===== config.mk =====
export PLATFORM = sky130hd
export DESIGN_NAME = multicycle_control
export DESIGN_NICKNAME = d
export VERILOG_FILES = /design/src/rtl/multicycle_control.sv
export SDC_FILE = /design/constraint.sdc
export NUM_CORES = 1
export LEC_CHECK = 0
export ABC_AREA = 1
export CORE_MARGIN = 2
export CORE_UTILIZATION = 45
export DETAILED_ROUTE_END_ITERATION = 12
export GPL_TIMING_DRIVEN = 1
export PLACE_DENSITY = 0.77
export SLEW_MARGIN = 20
export SYNTH_ARGS = -nofsm -noshare
export SYNTH_HDL_FRONTEND = slang
export SYNTH_SLANG_ARGS = --single-unit

===== constraint.sdc =====
create_clock -name clk -period 1.6 [get_ports clk]
set_clock_uncertainty 0.1 [all_clocks]
set_input_delay 0.32 -clock clk [delete_from_list [all_inputs] [get_ports clk]]
set_output_delay 0.32 -clock clk [all_outputs]
set_load 0.05 [all_outputs]

===== src/rtl/multicycle_control.sv =====
// Moore control FSM for the multicycle RV32I-subset datapath, with a retired-instruction counter.
// Build option: define ILLEGAL_TRAP_EN to send unknown opcodes to a TRAP state held until reset.
module multicycle_control #(
  parameter int CNT_W = 32
) (
  input  logic             clk,
  input  logic             reset,
  input  logic [6:0]       opcode,
  input  logic [2:0]       funct3,
  input  logic             funct7_5,
  input  logic             zero,
  output logic             pc_write,
  output logic             adr_src,
  output logic             mem_write,
  output logic             ir_write,
  output logic             reg_write,
  output logic [1:0]       result_src,
  output logic [1:0]       alu_src_a,
  output logic [1:0]       alu_src_b,
  output logic [2:0]       alu_control,
  output logic [3:0]       state_dbg,
  output logic [CNT_W-1:0] retired
);

  localparam logic [3:0] S_FETCH    = 4'd0;
  localparam logic [3:0] S_DECODE   = 4'd1;
  localparam logic [3:0] S_MEMADR   = 4'd2;
  localparam logic [3:0] S_MEMREAD  = 4'd3;
  localparam logic [3:0] S_MEMWB    = 4'd4;
  localparam logic [3:0] S_MEMWRITE = 4'd5;
  localparam logic [3:0] S_EXECR    = 4'd6;
  localparam logic [3:0] S_EXECI    = 4'd7;
  localparam logic [3:0] S_ALUWB    = 4'd8;
  localparam logic [3:0] S_BRANCH   = 4'd9;
  localparam logic [3:0] S_TRAP     = 4'd10;

  localparam logic [6:0] OP_LW     = 7'b0000011;
  localparam logic [6:0] OP_SW     = 7'b0100011;
  localparam logic [6:0] OP_RTYPE  = 7'b0110011;
  localparam logic [6:0] OP_ITYPE  = 7'b0010011;
  localparam logic [6:0] OP_BRANCH = 7'b1100011;

  localparam logic [2:0] ALU_ADD = 3'b000;
  localparam logic [2:0] ALU_SUB = 3'b001;
  localparam logic [2:0] ALU_AND = 3'b010;
  localparam logic [2:0] ALU_OR  = 3'b011;
  localparam logic [2:0] ALU_SLT = 3'b101;

  logic [3:0]       state_reg, state_next;
  logic [CNT_W-1:0] retired_reg;
  logic [2:0]       alu_funct;

  // Shared funct3 decode; sub is only honoured for register-register ops.
  always_comb begin
    alu_funct = ALU_ADD;
    case (funct3)
      3'b000:  alu_funct = (funct7_5 && state_reg == S_EXECR) ? ALU_SUB : ALU_ADD;
      3'b111:  alu_funct = ALU_AND;
      3'b110:  alu_funct = ALU_OR;
      3'b010:  alu_funct = ALU_SLT;
      default: alu_funct = ALU_ADD;
    endcase
  end

  always_comb begin
    state_next = S_FETCH;
    case (state_reg)
      S_FETCH:  state_next = S_DECODE;
      S_DECODE: begin
        case (opcode)
          OP_LW, OP_SW: state_next = S_MEMADR;
          OP_RTYPE:     state_next = S_EXECR;
          OP_ITYPE:     state_next = S_EXECI;
          OP_BRANCH:    state_next = S_BRANCH;
`ifdef ILLEGAL_TRAP_EN
          default:      state_next = S_TRAP;
`else
          default:      state_next = S_FETCH;
`endif
        endcase
      end
      S_MEMADR:   state_next = (opcode == OP_LW) ? S_MEMREAD : S_MEMWRITE;
      S_MEMREAD:  state_next = S_MEMWB;
      S_EXECR:    state_next = S_ALUWB;
      S_EXECI:    state_next = S_ALUWB;
`ifdef ILLEGAL_TRAP_EN
      S_TRAP:     state_next = S_TRAP;
`endif
      default:    state_next = S_FETCH;
    endcase
  end

  always_comb begin
    pc_write    = 1'b0;
    adr_src     = 1'b0;
    mem_write   = 1'b0;
    ir_write    = 1'b0;
    reg_write   = 1'b0;
    result_src  = 2'b00;
    alu_src_a   = 2'b00;
    alu_src_b   = 2'b00;
    alu_control = ALU_ADD;
    case (state_reg)
      S_FETCH: begin
        ir_write   = 1'b1;
        pc_write   = 1'b1;
        alu_src_b  = 2'b10;
        result_src = 2'b10;
      end
      S_DECODE: begin
        alu_src_a = 2'b01;
        alu_src_b = 2'b01;
      end
      S_MEMADR: begin
        alu_src_a = 2'b10;
        alu_src_b = 2'b01;
      end
      S_MEMREAD:  adr_src = 1'b1;
      S_MEMWB: begin
        result_src = 2'b01;
        reg_write  = 1'b1;
      end
      S_MEMWRITE: begin
        adr_src   = 1'b1;
        mem_write = 1'b1;
      end
      S_EXECR: begin
        alu_src_a   = 2'b10;
        alu_control = alu_funct;
      end
      S_EXECI: begin
        alu_src_a   = 2'b10;
        alu_src_b   = 2'b01;
        alu_control = alu_funct;
      end
      S_ALUWB:    reg_write = 1'b1;
      S_BRANCH: begin
        alu_src_a   = 2'b10;
        alu_control = ALU_SUB;
        pc_write    = (funct3 == 3'b000 && zero) || (funct3 == 3'b001 && !zero);
      end
      default: ;
    endcase
  end

  // Any return to FETCH from a later state marks one retired instruction.
  always_ff @(posedge clk) begin
    if (reset) begin
      state_reg   <= S_FETCH;
      retired_reg <= '0;
    end else begin
      state_reg <= state_next;
      if (state_reg != S_FETCH && state_next == S_FETCH)
        retired_reg <= retired_reg + {{(CNT_W-1){1'b0}}, 1'b1};
    end
  end

  assign state_dbg = state_reg;
  assign retired   = retired_reg;

endmodule


==> reports/qor.txt, run 1 <==
Clk sink count: 36
Synthesized netlist net count: 462
Input/output buffers: 63
Hold Buf Count CTS: 0
FFs w/ async S/R, synth: 0
Cell at the root of the clock tree: sky130_fd_sc_hd__clkbuf_8
Number of buffers added for setup after CTS: 27
Library cells used by synthesis: 28
Result of the run: did not finish
Top cells by area, synth: sky130_fd_sc_hd__dfxtp_1 27%, sky130_fd_sc_hd__nand2_1 23%, sky130_fd_sc_hd__nor2_1 9.5%, sky130_fd_sc_hd__a21oi_1 6.0%, sky130_fd_sc_hd__nand3_1 5.1%
TritonCTS buffer count: 5
Last stage the flow got to: 4_1_cts
Total number of H-tree levels: 2
Mean instance size in the synthesized netlist: 5.92 sq um
Final HPWL from detailed placement: 7.52 mm
Number of standard-cell rows in the floorplan: 27
Portion of the post-synthesis area used by sequential elements: 0.272
Number of ports placed on the die boundary: 64
Maximum count of clock buffers along a single path: 2
Flip-flop and latch count after synthesis: 36
Error that halted the flow: [ERROR DPL-0033] detailed placement checks failed during check placement.
Synth Flop Type: sky130_fd_sc_hd__dfxtp_1
Ys Warns: 0
Post-Synthesis Cells: 447
Starting density of the core: 0.472
Die width: 80.7 um
DIE HEIGHT: 80.7 um
Placer Congestion: 0.948
Area of the mapped netlist: 2650 sq um
PostCTS Resize Cnt: 138
Fraction of post-synthesis cell area in the top cell type by area: 0.272
Number of flops mapped to enable cells by yosys: 0
Biggest area consumer among synthesized cells: sky130_fd_sc_hd__dfxtp_1
==> kinds of logic after synthesis <==
logic type	after synthesis	share of synthesized area
compound gates	48	0.0950
xor+xnor	8	0.0265
fa+ha+maj	1	0.00473
buf+inv	51	0.0898
flops	36	0.272
simple gates	303	0.512
==> through the flow <==
step	utilization	TNS, ns	cells	worst slack (ns)	cell area, sq um
floorplan	-	-7.56	447	-0.306	2820
global placement	0.800	-16.16	635	-0.487	4490
detailed placement	0.800	-19.51	635	-0.627	4490
==> synth_stat cells (4+ instances only) <==
master and n:
sky130_fd_sc_hd__a21oi_1 32, sky130_fd_sc_hd__buf_2 4, sky130_fd_sc_hd__buf_6 4, sky130_fd_sc_hd__clkbuf_1 4, sky130_fd_sc_hd__dfxtp_1 36, sky130_fd_sc_hd__inv_1 31
sky130_fd_sc_hd__inv_2 5, sky130_fd_sc_hd__nand2_1 162, sky130_fd_sc_hd__nand3_1 27, sky130_fd_sc_hd__nand3b_1 15, sky130_fd_sc_hd__nand4_1 16, sky130_fd_sc_hd__nor2_1 67
sky130_fd_sc_hd__nor2_2 5, sky130_fd_sc_hd__nor2_4 4, sky130_fd_sc_hd__o21ai_0 12, sky130_fd_sc_hd__xnor2_1 6
==> run 2: changes to the inputs <==
--- a/config.mk
+++ b/config.mk
@@ -7,10 +7,10 @@
 export LEC_CHECK = 0
 export ABC_AREA = 1
 export CORE_MARGIN = 2
-export CORE_UTILIZATION = 45
+export CORE_UTILIZATION = 40
 export DETAILED_ROUTE_END_ITERATION = 12
 export GPL_TIMING_DRIVEN = 1
-export PLACE_DENSITY = 0.77
+export PLACE_DENSITY_LB_ADDON = 0.15
 export SLEW_MARGIN = 20
 export SYNTH_ARGS = -nofsm -noshare
 export SYNTH_HDL_FRONTEND = slang
==> constraint.sdc (replaced) <==
create_clock -name clk -period 2.1 [get_ports clk]
set_clock_uncertainty 0.1 [all_clocks]
set_input_delay 0.42 -clock clk [delete_from_list [all_inputs] [get_ports clk]]
set_output_delay 0.42 -clock clk [all_outputs]
set_load 0.05 [all_outputs]
==> run 2 against run 1 <==
  * Synthesized cell count unchanged
  * Area after synthesis unchanged
  * The flow now finishes, with violations (setup timing)
==> reports/qor.txt, run 2 <==
Result of the run: complete, but fails checks
Violations in the final reports: setup timing
Number of design rule violations left after detail routing: 0
FF-to-FF Start: retired[0]$_SDFFE_PP0P_
Capture point of the worst reg-to-reg path: retired[12]$_SDFFE_PP0P_
Largest stage delay on the critical path: 0.46 ns
Crit path max fanout: 3
Synth Flop Type: sky130_fd_sc_hd__dfxtp_1
Detailed Route Iter0 Violations: 162
Endpoint arrival time on the critical path: 1.59 ns
Highest-count cells in the layout ignoring fill and taps: 161 x sky130_fd_sc_hd__nand2_1, 65 x sky130_fd_sc_hd__nor2_1, 46 x sky130_fd_sc_hd__buf_4, 32 x sky130_fd_sc_hd__a21oi_1, 32 x sky130_fd_sc_hd__dfxtp_1
Ratio of routed vias to standard cells: 5.12
Area Overhead vs Synth: 40.1%
Worst-case reg-to-reg path depth: 8
Library cells used by synthesis: 28 (unchanged)
Clock transition at the registers of the reported paths: 0.07 ns
Depth of the critical timing path with buffers and inverters included: 4
Endpoints failing hold: 0
Type of element capturing the critical path: output pin
Flip-flop and latch count after synthesis: 36 (unchanged)
Number of max-slew violations in the final report: 0
Die width: 85.4 um (+5.8%)
WP buf/inv: 3
Fraction of final layout cells with drive strength greater than 1: 0.203
Average wire per cell in the routed design: 13.0 um
Hold Buf Count CTS: 0 (unchanged)
Worst setup path endpoint: pc_write
Count of inserted antenna diode cells: 0
Portion of the post-synthesis area used by sequential elements: 0.272 (unchanged)
Commonest cells in the netlist: 162 x sky130_fd_sc_hd__nand2_1, 67 x sky130_fd_sc_hd__nor2_1, 36 x sky130_fd_sc_hd__dfxtp_1
Residual overflow from global routing: 0
Top cells by area, synth: sky130_fd_sc_hd__dfxtp_1 27%, sky130_fd_sc_hd__nand2_1 23%, sky130_fd_sc_hd__nor2_1 9.5%, sky130_fd_sc_hd__a21oi_1 6.0%, sky130_fd_sc_hd__nand3_1 5.1%
Highest-delay cell along the critical path: sky130_fd_sc_hd__clkdlybuf4s50_1
Core outline area: 6390 sq um
Leakage: 1.44 nW
Post-layout instance count excluding filler cells: 599
DIE HEIGHT: 85.4 um (+5.8%)
Max Fclk: 473 MHz
Number of buffers added for setup after CTS: 0 (-100%)
Max FFs per register: 32
TritonCTS buffer count: 5 (unchanged)
Cell family with most CP delay: buffers and inverters
Footprint of the multi-input gates: 1760 sq um
Area of the mapped netlist: 2650 sq um (unchanged)
Total number of H-tree levels: 2 (unchanged)
Post-layout net count: 537
Time the worst path needs with I/O delays and setup: 2.11 ns
Ys Warns: 0 (unchanged)
Pin count of the biggest net entering global routing: 36
Mean instance size in the synthesized netlist: 5.92 sq um (unchanged)
Placer Congestion: 0.964 (+1.7%)
Input/output buffers: 63 (unchanged)
Power density over cell area: 414 nW/um^2
Area taken by flip-flops and latches: 731 sq um
Number of ports placed on the die boundary: 64 (unchanged)
Number of antenna violations at the first check in global routing: 0
CP required: 1.58 ns
Beginning of the critical path: funct3[1]
Vias after detailed routing: 3068
Path class of the lowest-slack min-delay path: flip-flop to flip-flop
Maximum count of clock buffers along a single path: 2 (unchanged)
Clk sink count: 36 (unchanged)
Remaining number of nets flagged by the antenna check after routing: 0
Starting density of the core: 0.415 (-0.0575)
Slew at the pin closest to its max-slew limit: 0.494 ns
Setup slack of the worst register-to-register path: 0.20 ns
Global-route wire length before repair: 13.3 mm
TritonRoute pass-1 iters: 4
Largest vdd supply drop: 0.000309 V
Unrepaired setup endpoints after global routing: yes
Total Routed Length: 7.77 mm
Fraction of post-synthesis cell area in the top cell type by area: 0.272 (unchanged)
Total Die Area: 7290 sq um
Global-route usage over all layers: 0.222
Number of flops mapped to enable cells by yosys: 0 (unchanged)
Clock network latency to the later pin of the worst-skew pair: 0.29 ns
Maximum Capacitance Violations: 0
Critical path, cell by cell: clkdlybuf4s50_1 -> buf_4 -> o41ai_4 -> buf_12
Worst path setup slack after routing: -0.0149 ns
Fillers: 628
Biggest area consumer among synthesized cells: sky130_fd_sc_hd__dfxtp_1
Synthesized netlist net count: 462 (unchanged)
Critical path start-end classification: primary input to output pin
Final HPWL from detailed placement: 6.07 mm (-19%)
CTS tree: built
Number of standard-cell rows in the floorplan: 29 (+7.4%)
Placement Setup Slack: -0.145 ns (+0.481 ns)
Number of global-route vias before repair: 2955
Max-slew headroom at the worst pin: 0.670
Number of placed instances, taps included: 592 (-6.8%)
Leading cell type in the layout, fill and taps excluded: sky130_fd_sc_hd__nand2_1
Final setup violating endpoints: 1
Leading cell type by number of instances after synthesis: sky130_fd_sc_hd__nand2_1
Share of the clock period used by the worst path: 1.01
Startpoint type of the worst setup path: primary input
Post-Synthesis Cells: 447 (unchanged)
FFs w/ async S/R, synth: 0 (unchanged)
Cell at the root of the clock tree: sky130_fd_sc_hd__clkbuf_8
run 2: cell counts after synthesis:
No cell type changed its count.
run 2: repair_timing:
item	4_1_cts	5_1_grt
endpoints found under the hold margin	0	0
gates resized for setup	1	5
setup endpoints to repair	2	6
pin swaps	2	2
run 2: worst min-delay path by stage:
stage                             start  cells after the start                  endpoint
2_1_floorplan                 opcode[4]                      3   state_dbg[1]$_SDFF_PP0_
3_3_place_gp   retired[31]$_SDFFE_PP0P_                      2  retired[31]$_SDFFE_PP0P_
3_5_place_dp   retired[31]$_SDFFE_PP0P_                      2  retired[31]$_SDFFE_PP0P_
4_1_cts        retired[31]$_SDFFE_PP0P_                      2  retired[31]$_SDFFE_PP0P_
5_1_grt        retired[28]$_SDFFE_PP0P_                      2  retired[28]$_SDFFE_PP0P_
6_report       retired[31]$_SDFFE_PP0P_                      2  retired[31]$_SDFFE_PP0P_
run 2: where the power goes:
part	switching, W	total [W]	internal (W)
logic	0.000180	0.000305	0.000124
registers	0.00000814	0.000695	0.000686
clock network	0.000245	0.000537	0.000292
run 2: area by class of cell:
cell class / count / area share
Clock buffer: 7 / 0.0260
Inverter: 36 / 0.0364
Multi-Input combinational cell: 360 / 0.473
Sequential cell: 36 / 0.197
Tap cell: 77 / 0.0260
Timing Repair Buffer: 83 / 0.241
run 2: tightest hold or removal path, cell delays in order, from the launching register on:
cell and delay, ns:
sky130_fd_sc_hd__dfxtp_1 0.34, sky130_fd_sc_hd__nand2_1 0.07, sky130_fd_sc_hd__a21oi_1 0.05
run 2: routing by layer:
layer	part of all wire	track usage
met2	0.47	0.386
met5	0	0
met1	0.45	0.288
met4	0.013	0.0577
met3	0.060	0.0302
run 2: stage by stage:
step / util / total power [W] / area [sq um] / hold WS, ns / TNS (ns)
2_1_floorplan: - / 0.000883 / 2710 / 0.536 / -0.00895
3_3_place_gp: 0.563 / 0.00101 / 3600 / 0.390 / -1.13
3_5_place_dp: 0.563 / 0.00101 / 3600 / 0.395 / -2.71
4_1_cts: 0.578 / 0.00155 / 3690 / 0.406 / 0
5_1_grt: 0.581 / 0.00160 / 3710 / 0.438 / -0.106
6_report: 0.581 / 0.00154 / 3710 / 0.403 / -0.0149
run 2: cell families after synthesis:
kind of cell,after synthesis,share of synthesized area
flops,36,0.272
simple gates,303,0.512
xor+xnor,8,0.0265
buf+inv,51,0.0898
fa+ha+maj,1,0.00473
compound gates,48,0.0950
Note: power is estimated with default switching activity, not from simulation.
